<file path="src/rtl/fetch_pkg.sv">
`default_nettype none
// ============================================================================
//  Module  : fetch_pkg
//  Brief   : Shared widths, fetch FSM state codes and PC helper for instr_fetch.
//  Revision: 1.0 - initial release
// ============================================================================
package fetch_pkg;

  localparam int WORD_W  = 16;
  localparam int INSTR_W = 32;

  localparam logic [WORD_W-1:0] DEFAULT_RESET_PC = 16'h8000;

  localparam logic [2:0] c_IDLE   = 3'd0;
  localparam logic [2:0] c_LO_RD  = 3'd1;
  localparam logic [2:0] c_LO_GAP = 3'd2;
  localparam logic [2:0] c_HI_RD  = 3'd3;
  localparam logic [2:0] c_HOLD   = 3'd4;

  // Instructions always start on an even word.
  function automatic logic [WORD_W-1:0] align_pc(input logic [WORD_W-1:0] i_addr);
    return {i_addr[WORD_W-1:1], 1'b0};
  endfunction

endpackage
`default_nettype wire

</file>
<file path="src/rtl/fetch_rd_timer.sv">
`default_nettype none
// ============================================================================
//  Module  : fetch_rd_timer
//  Brief   : Counts rd-high cycles of one word read; flags the sampling cycle.
//  Revision: 1.0 - initial release
// ============================================================================
module fetch_rd_timer #(
  parameter int RD_WAIT = 2
) (
  input  logic clk,
  input  logic reset_n,
  input  logic i_start,
  input  logic i_abort,
  output logic o_sample
);

  localparam int              CNT_W  = (RD_WAIT > 1) ? $clog2(RD_WAIT) : 1;
  localparam logic [CNT_W-1:0] c_load = CNT_W'(RD_WAIT - 1);

  logic [CNT_W-1:0] r_cnt;
  logic             w_run;

  assign w_run    = i_start && !i_abort;
  assign o_sample = w_run && (r_cnt == '0);

  // An abort reloads the count so the restarted word gets a full rd window.
  always_ff @(posedge clk) begin
    if (!reset_n) begin
      r_cnt <= c_load;
    end else if (!w_run || o_sample) begin
      r_cnt <= c_load;
    end else begin
      r_cnt <= r_cnt - 1'b1;
    end
  end

endmodule
`default_nettype wire

</file>
<file path="src/rtl/instr_fetch.sv">
`default_nettype none
// ============================================================================
//  Module  : instr_fetch
//  Brief   : Two-word EPROM fetch, {opcode, operand} assembly, valid/ready out.
//  Revision: 1.0 - initial release
// ============================================================================
module instr_fetch
  import fetch_pkg::*;
#(
  parameter logic [WORD_W-1:0] RESET_PC = DEFAULT_RESET_PC,
  parameter int                RD_WAIT  = 2
) (
  input  logic               clk,
  input  logic               reset_n,
  output logic [WORD_W-1:0]  address_bus,
  output logic               rd,
  input  logic [WORD_W-1:0]  data_bus,
  input  logic               inta,
  input  logic               redirect_valid,
  input  logic [WORD_W-1:0]  redirect_pc,
  output logic [INSTR_W-1:0] instr,
  output logic [WORD_W-1:0]  instr_pc,
  output logic               instr_valid,
  input  logic               instr_ready,
  output logic               misalign
);

  logic [2:0]         r_state;
  logic [WORD_W-1:0]  r_pc;
  logic [WORD_W-1:0]  r_lo;
  logic [INSTR_W-1:0] r_instr;
  logic [WORD_W-1:0]  r_instr_pc;
  logic               r_misalign;
  logic               w_reading;
  logic               w_odd_word;
  logic               w_sample;

  assign w_reading  = (r_state == c_LO_RD) || (r_state == c_HI_RD);
  assign w_odd_word = (r_state == c_LO_GAP) || (r_state == c_HI_RD);

  fetch_rd_timer #(
    .RD_WAIT (RD_WAIT)
  ) u_rd_timer (
    .clk      (clk),
    .reset_n  (reset_n),
    .i_start  (w_reading),
    .i_abort  (inta),
    .o_sample (w_sample)
  );

  // pc[0] is always 0, so the odd word address is a bit set, not an add.
  assign address_bus = w_odd_word ? {r_pc[WORD_W-1:1], 1'b1} : r_pc;
  assign rd          = w_reading && !inta;
  assign instr       = r_instr;
  assign instr_pc    = r_instr_pc;
  assign instr_valid = (r_state == c_HOLD);
  assign misalign    = r_misalign;

  always_ff @(posedge clk) begin
    if (!reset_n) begin
      r_state    <= c_IDLE;
      r_pc       <= RESET_PC;
      r_lo       <= '0;
      r_instr    <= '0;
      r_instr_pc <= '0;
      r_misalign <= 1'b0;
    end else begin
      r_misalign <= redirect_valid && redirect_pc[0];
      if (redirect_valid) begin
        r_state <= c_IDLE;
        r_pc    <= align_pc(redirect_pc);
      end else begin
        case (r_state)
          c_IDLE: begin
            if (!inta) r_state <= c_LO_RD;
          end
          c_LO_RD: begin
            if (w_sample) begin
              r_lo    <= data_bus;
              r_state <= c_LO_GAP;
            end
          end
          c_LO_GAP: begin
            r_state <= c_HI_RD;
          end
          c_HI_RD: begin
            if (w_sample) begin
              r_instr    <= {data_bus, r_lo};
              r_instr_pc <= r_pc;
              r_state    <= c_HOLD;
            end
          end
          c_HOLD: begin
            // rd is already low here, so the next read can start immediately.
            if (instr_ready) begin
              r_pc    <= r_pc + 16'd2;
              r_state <= c_LO_RD;
            end
          end
          default: begin
            r_state <= c_IDLE;
          end
        endcase
      end
    end
  end

endmodule
`default_nettype wire

</file>
<file path="config.mk">
export PLATFORM = sky130hd
export DESIGN_NAME = instr_fetch
export DESIGN_NICKNAME = d
export VERILOG_FILES = /design/src/rtl/fetch_pkg.sv /design/src/rtl/fetch_rd_timer.sv /design/src/rtl/instr_fetch.sv
export SDC_FILE = /design/constraint.sdc
export NUM_CORES = 1
export LEC_CHECK = 0
export ABC_AREA = 1
export BUFFER_PORTS_ARGS = -buffer_cell sky130_fd_sc_hd__buf_4
export CAP_MARGIN = 25
export CORE_ASPECT_RATIO = 1.5
export CORE_MARGIN = 3
export CORE_UTILIZATION = 53
export CTS_BUF_LIST = sky130_fd_sc_hd__clkbuf_4
export CTS_CLUSTER_SIZE = 14
export DETAILED_ROUTE_END_ITERATION = 7
export PLACE_DENSITY = 0.82
export SYNTH_ARGS = -nofsm -noshare
export SYNTH_HDL_FRONTEND = slang
export SYNTH_SLANG_ARGS = --single-unit
</file>
<file path="constraint.sdc">
create_clock -name clk -period 1.6 [get_ports clk]
set_input_delay 0.24 -clock clk [delete_from_list [all_inputs] [get_ports clk]]
set_output_delay 0.24 -clock clk [all_outputs]
set_load 0.005 [all_outputs]
</file>
# Yosys cells after proc, flatten, opt, wreduce, memory -nomap -nowiden
# Cells that the tools add are included.
# totals
regBits	85
latchBits	0
ramBits	0
rom_bits	0
inputBits	37
out_inout_bits	67
wordCells	48
mem_count	0
# op_classes
n_addsub	2
multipliers	0
n_div	0
n_lt_le_gt_ge	0
eq_ne	8
shifts	0
n_mux	9
bitwise_logic	3
reduce_logical	18
# op_table
op	count
$mux W16	3
$add A16 B2 Y16 const B	1
$pmux W3 S5	1
$mux W3	4
$eq A3 B2 Y1 const B	2
$ne A2 B1 Y1 const B	3
$reduce_and A3 Y1	2
$reduce_and A2 Y1	2
$reduce_and A4 Y1	1
$reduce_bool A2 Y1	2
$reduce_or A2 Y1	2
$eq A3 B1 Y1 const B	1
$eq A3 B3 Y1 const B	1
$logic_and A1 B1 Y1	3
$logic_not A3 Y1	1
$logic_or A1 B1 Y1	3
$not A1 Y1	3
$logic_not A1 Y1	2
$ne A2 B2 Y1 const B	1
$mux W1	1
$sub A1 B1 Y1 const B	1

# Longest topological paths before layout
# depth
word_depth	6
depth_mapped	9
depth_no_buf	9

# By module
# A second synthesis with hierarchy kept.
# hier_totals
hier_cells	472
area_unflattened_um2	3454.6
# by_module_without_submodules
mod	instances	cells_per_inst	area_each_um2	seq_area_each_um2
instr_fetch	1	463	3399.5	1641.6
fetch_rd_timer	1	9	55.1	20.0

# Worst setup path after synthesis
# No wires, ideal clock.
# synth_path
path_kind	register to register
start	register r_pc[1]
end	register r_pc[15]
setup_time_ns	0.113
arrival_ns	1.327
t_required_ns	1.487
slack_ns	0.160
path_stages_with_launch	9
n_path_buf	0
cell_sequence	dfxtp_1 -> ha_1 -> nand2_1 -> nor2_1 -> nand2_1 -> nor2_1 -> nand4_1 -> nand3_1 -> nand2_1
# synth_between
elab_chain_cells	4
# synth_rtl
item	line_no	rtl
from (decl)	instr_fetch.sv:29	logic [WORD_W-1:0] r_pc;
from (signal assigned)	instr_fetch.sv:71	r_pc <= align_pc(redirect_pc);
from (signal assigned)	instr_fetch.sv:96	r_pc <= r_pc + 16'd2;
$add A16 B2 Y16	instr_fetch.sv:96	
$mux W16	instr_fetch.sv:95	if (instr_ready) begin
$mux W16	instr_fetch.sv:73	case (r_state)
$mux W16	instr_fetch.sv:69	if (redirect_valid) begin
# No other way between the ends. The select of a mux whose other input is x is not followed.
# A chain may end at the register's enable or synchronous reset.

# Worst setup path after layout
# layout_path
start	register r_state[1]
end	output port address_bus[0]
# layout_between
elab_chain_cells	3
# layout_rtl
item	line_no	rtl
from (decl)	instr_fetch.sv:28	logic [2:0] r_state;
from (signal assigned)	instr_fetch.sv:61	r_state <= c_IDLE;
from (signal assigned)	instr_fetch.sv:70	r_state <= c_IDLE;
from (signal assigned)	instr_fetch.sv:75	if (!inta) r_state <= c_LO_RD;
$eq A3 B2 Y1	instr_fetch.sv:39	assign w_odd_word = (r_state == c_LO_GAP) || (r_state == c_HI_RD);
$logic_or A1 B1 Y1 (*)	instr_fetch.sv:39	
$mux W1 (*)	instr_fetch.sv:52	assign address_bus = w_odd_word ? {r_pc[WORD_W-1:1], 1'b1} : r_pc;
to (decl)	instr_fetch.sv:15	output logic [WORD_W-1:0] address_bus,
# Every way passes the cells marked *; elsewhere a longest branch is shown, timed or not.

==> metrics.yaml <==
timing:
  slew_violations: 0
  period_needed_ps: 1495
  setup_viol: 0
  skew_ps: 17.59
  setup_slack_ps: 105.3
  finalHoldViolCount: 0
  fmax_mhz: 669.0
  rsz0062_at_grt: "yes"
  finalCritPeriodShare_pct: 93.42
  setup_tns_ps: 0
  timing.hold.ws_ps: 50.84
synth:
  synth_warnings: 0
  synth_area_um2: 3405
  synth_area_per_cell_um2: 7.616
  ys_seq_elements: 83
  yosysTopAreaCellShare_pct: 48.81
  syn_nets: 485
  ys_types: 30
  synth_edf_count: 0
  yosysTopAreaCell: "dfxtp_1"
  synth-seq-area-share_pct: 48.81
  synthFlopType: "dfxtp_1"
  synth_cells: 447
  async_flop_share_pct: 0
  yosys-top-cells-area: "dfxtp_1 49%, a21oi_1 11%, nand2_1 9.5%, inv_1 5.0%, o21ai_1 4.6%"
drt:
  dr.max_layer_used: "met4"
  num_vias: 3374
  initialDrtViolationCount: 257
  drtAntennaViolNets: 0
  wl_met3_um: 697
  wl_met2_um: 4811
  via_per_inst: 5.356
  dr.pass1.iters: 4
  drcViolationCount: 0
  wl_per_cell_um: 14.74
  wl_met1_um: 3541
  wl_um: 9285
clock_tree:
  clock-sinks: 83
  cts_tree: "built"
  clockRootBuffer: "clkbuf_4"
  htree_levels: 3
  clk_latency_ps: 430
  clk_pin_slew_worst_paths_ps: 130
  numCtsBuffers: 9
  clock_path_buffers: 2
finish:
  layout.cells.non_filler: 630
  diodes: 0
  syn_to_final_growth_pct: 31.31
  fin_util_pct: 72.40
  layout.nets: 589
  num-fill-cells: 492
  final_cell_area_um2: 4471
  drive_gt1_share_pct: 26.80
setup_path:
  cp-end-kind: "output pin"
  cp_max_fo: 4
  crit_arrival_ps: 1250
  crit_required_ps: 1360
  start_kind: "register"
  worstSetupPathType: "register to output pin"
placed_design:
  port_buffers: 102
  place_ws_ps: 159.5
  place_area_um2: 4264
  gp_congestion: 0.9481
  dp_cells: 614
  detailed_place_hpwl_um: 6784
power:
  p_total_mw: 3.995
  p_leak_nw: 2.062
  cellPowerDensity_nw_per_um2: 893.6
  peakVddDrop_uv: 632.5
run:
  drv_cap: 0
worst_hold_path:
  hold_class: "primary input to register"
grt:
  antenna_found_initial: 0
  gr-total-overflow: 0
  first_global_vias: 3174
  grt_pass1_wl_um: 14540
  grt_max_degree: 55
  grt_usage_pct: 24.66
floorplan:
  dieArea_um2: 7441
  start_util_pct: 55.14
  core_um2: 6175
  num_io_pins: 104
  rows: 35
  die_w_um: 71.44
  die_y_um: 104.2
status:
  status: "finished clean"
## registers in the layout (all words and copies together), names as in the netlist
register	cells
instr	32
instr_pc	15
misalign	1
r_lo	16
r_pc	15
r_state	3
u_rd_timer.r_cnt	1
## synthesized netlist by cell type, types with 4 or more instances
cell type	count
dfxtp_1	83
a21oi_1	76
nor2_1	28
nand3_1	17
nand2_1	86
buf_4	4
buf_6	5
xor2_1	5
o21ai_1	31
nand4_1	4
o21ai_0	23
clkbuf_1	10
inv_1	45
buf_2	5
## where the power goes
group          total (mW)  internal, mW  switching (mW)
combinational       0.305         0.149           0.157
sequential           2.13          2.09          0.0337
clock                1.56         0.807           0.756
## metal layers
layer  vias up  track usage, %
met1      1547           28.14
met5         -               0
met2       131           42.11
li1       1676               -
met4         0           10.75
met3        20           6.770
## timing repair
item | in CTS | in global routing
hold buffers | 0 | 0
hold endpoints to repair | 0 | 0
endpoints found under the setup margin | 1 | 9
setup buffers | 0 | 0
resized for setup | 1 | 6
## worst max-delay path: stages, from the launching register on
cell,delay [ps]
dfxtp_1,450
nand2_2,80
buf_4,160
inv_1,50
buf_4,100
## area by class of cell
| class | count | area [µm²] | area share [%] |
|---|---|---|---|
| flip-flops and latches | 83 | 1665 | 37.25 |
| multi-input cells | 291 | 1420 | 31.77 |
| repair buffers | 117 | 915.9 | 20.49 |
| inverters | 49 | 185.2 | 4.142 |
| clock inverters | 7 | 123.9 | 2.771 |
| well taps | 74 | 92.59 | 2.071 |
| clock buffers | 9 | 67.56 | 1.511 |
## cells in the final DEF, fill, tap and decap left out, types with 2 or more instances in the layout
master	n
nand2_1	86
nor2_2	2
a21boi_0	2
xor2_1	5
clkbuf_4	9
o211ai_1	2
nor2_4	3
nand4_1	4
dfxtp_1	82
o21ai_1	31
nand3_1	17
a31oi_1	2
clkinv_2	2
nand3b_1	2
a21oi_1	76
nor2_1	26
nand2_2	3
inv_1	44
o21ai_0	23
buf_4	114
inv_2	3
bufinv_16	3
buf_12	3
## kinds of logic (layout without fill, tap and decap cells)
logic type / count (synthesis) / in the layout / synth area share, %
and+or+nand+nor: 146 / 146 / 18.85
AOI/OAI and AO/OA: 138 / 138 / 20.80
DFF: 83 / 83 / 48.81
buffers and inverters: 73 / 182 / 9.776
xor gates and xnor gates: 5 / 5 / 1.286
adders and majority gates: 1 / 1 / 0.3675
other: 1 / 1 / 0.1101
## final timing paths
kind	slack, ps	end	cells after the start	from
worst max-delay path	110	address_bus[0]	4	r_state[1]
worst min-delay path	50	misalign	3	redirect_pc[0]
worst max register to register	140	instr[19]	7	r_state[0]
worst min register to register	470	instr_pc[10]	2	instr_pc[10]
Note: power is estimated with default switching activity, not from simulation.
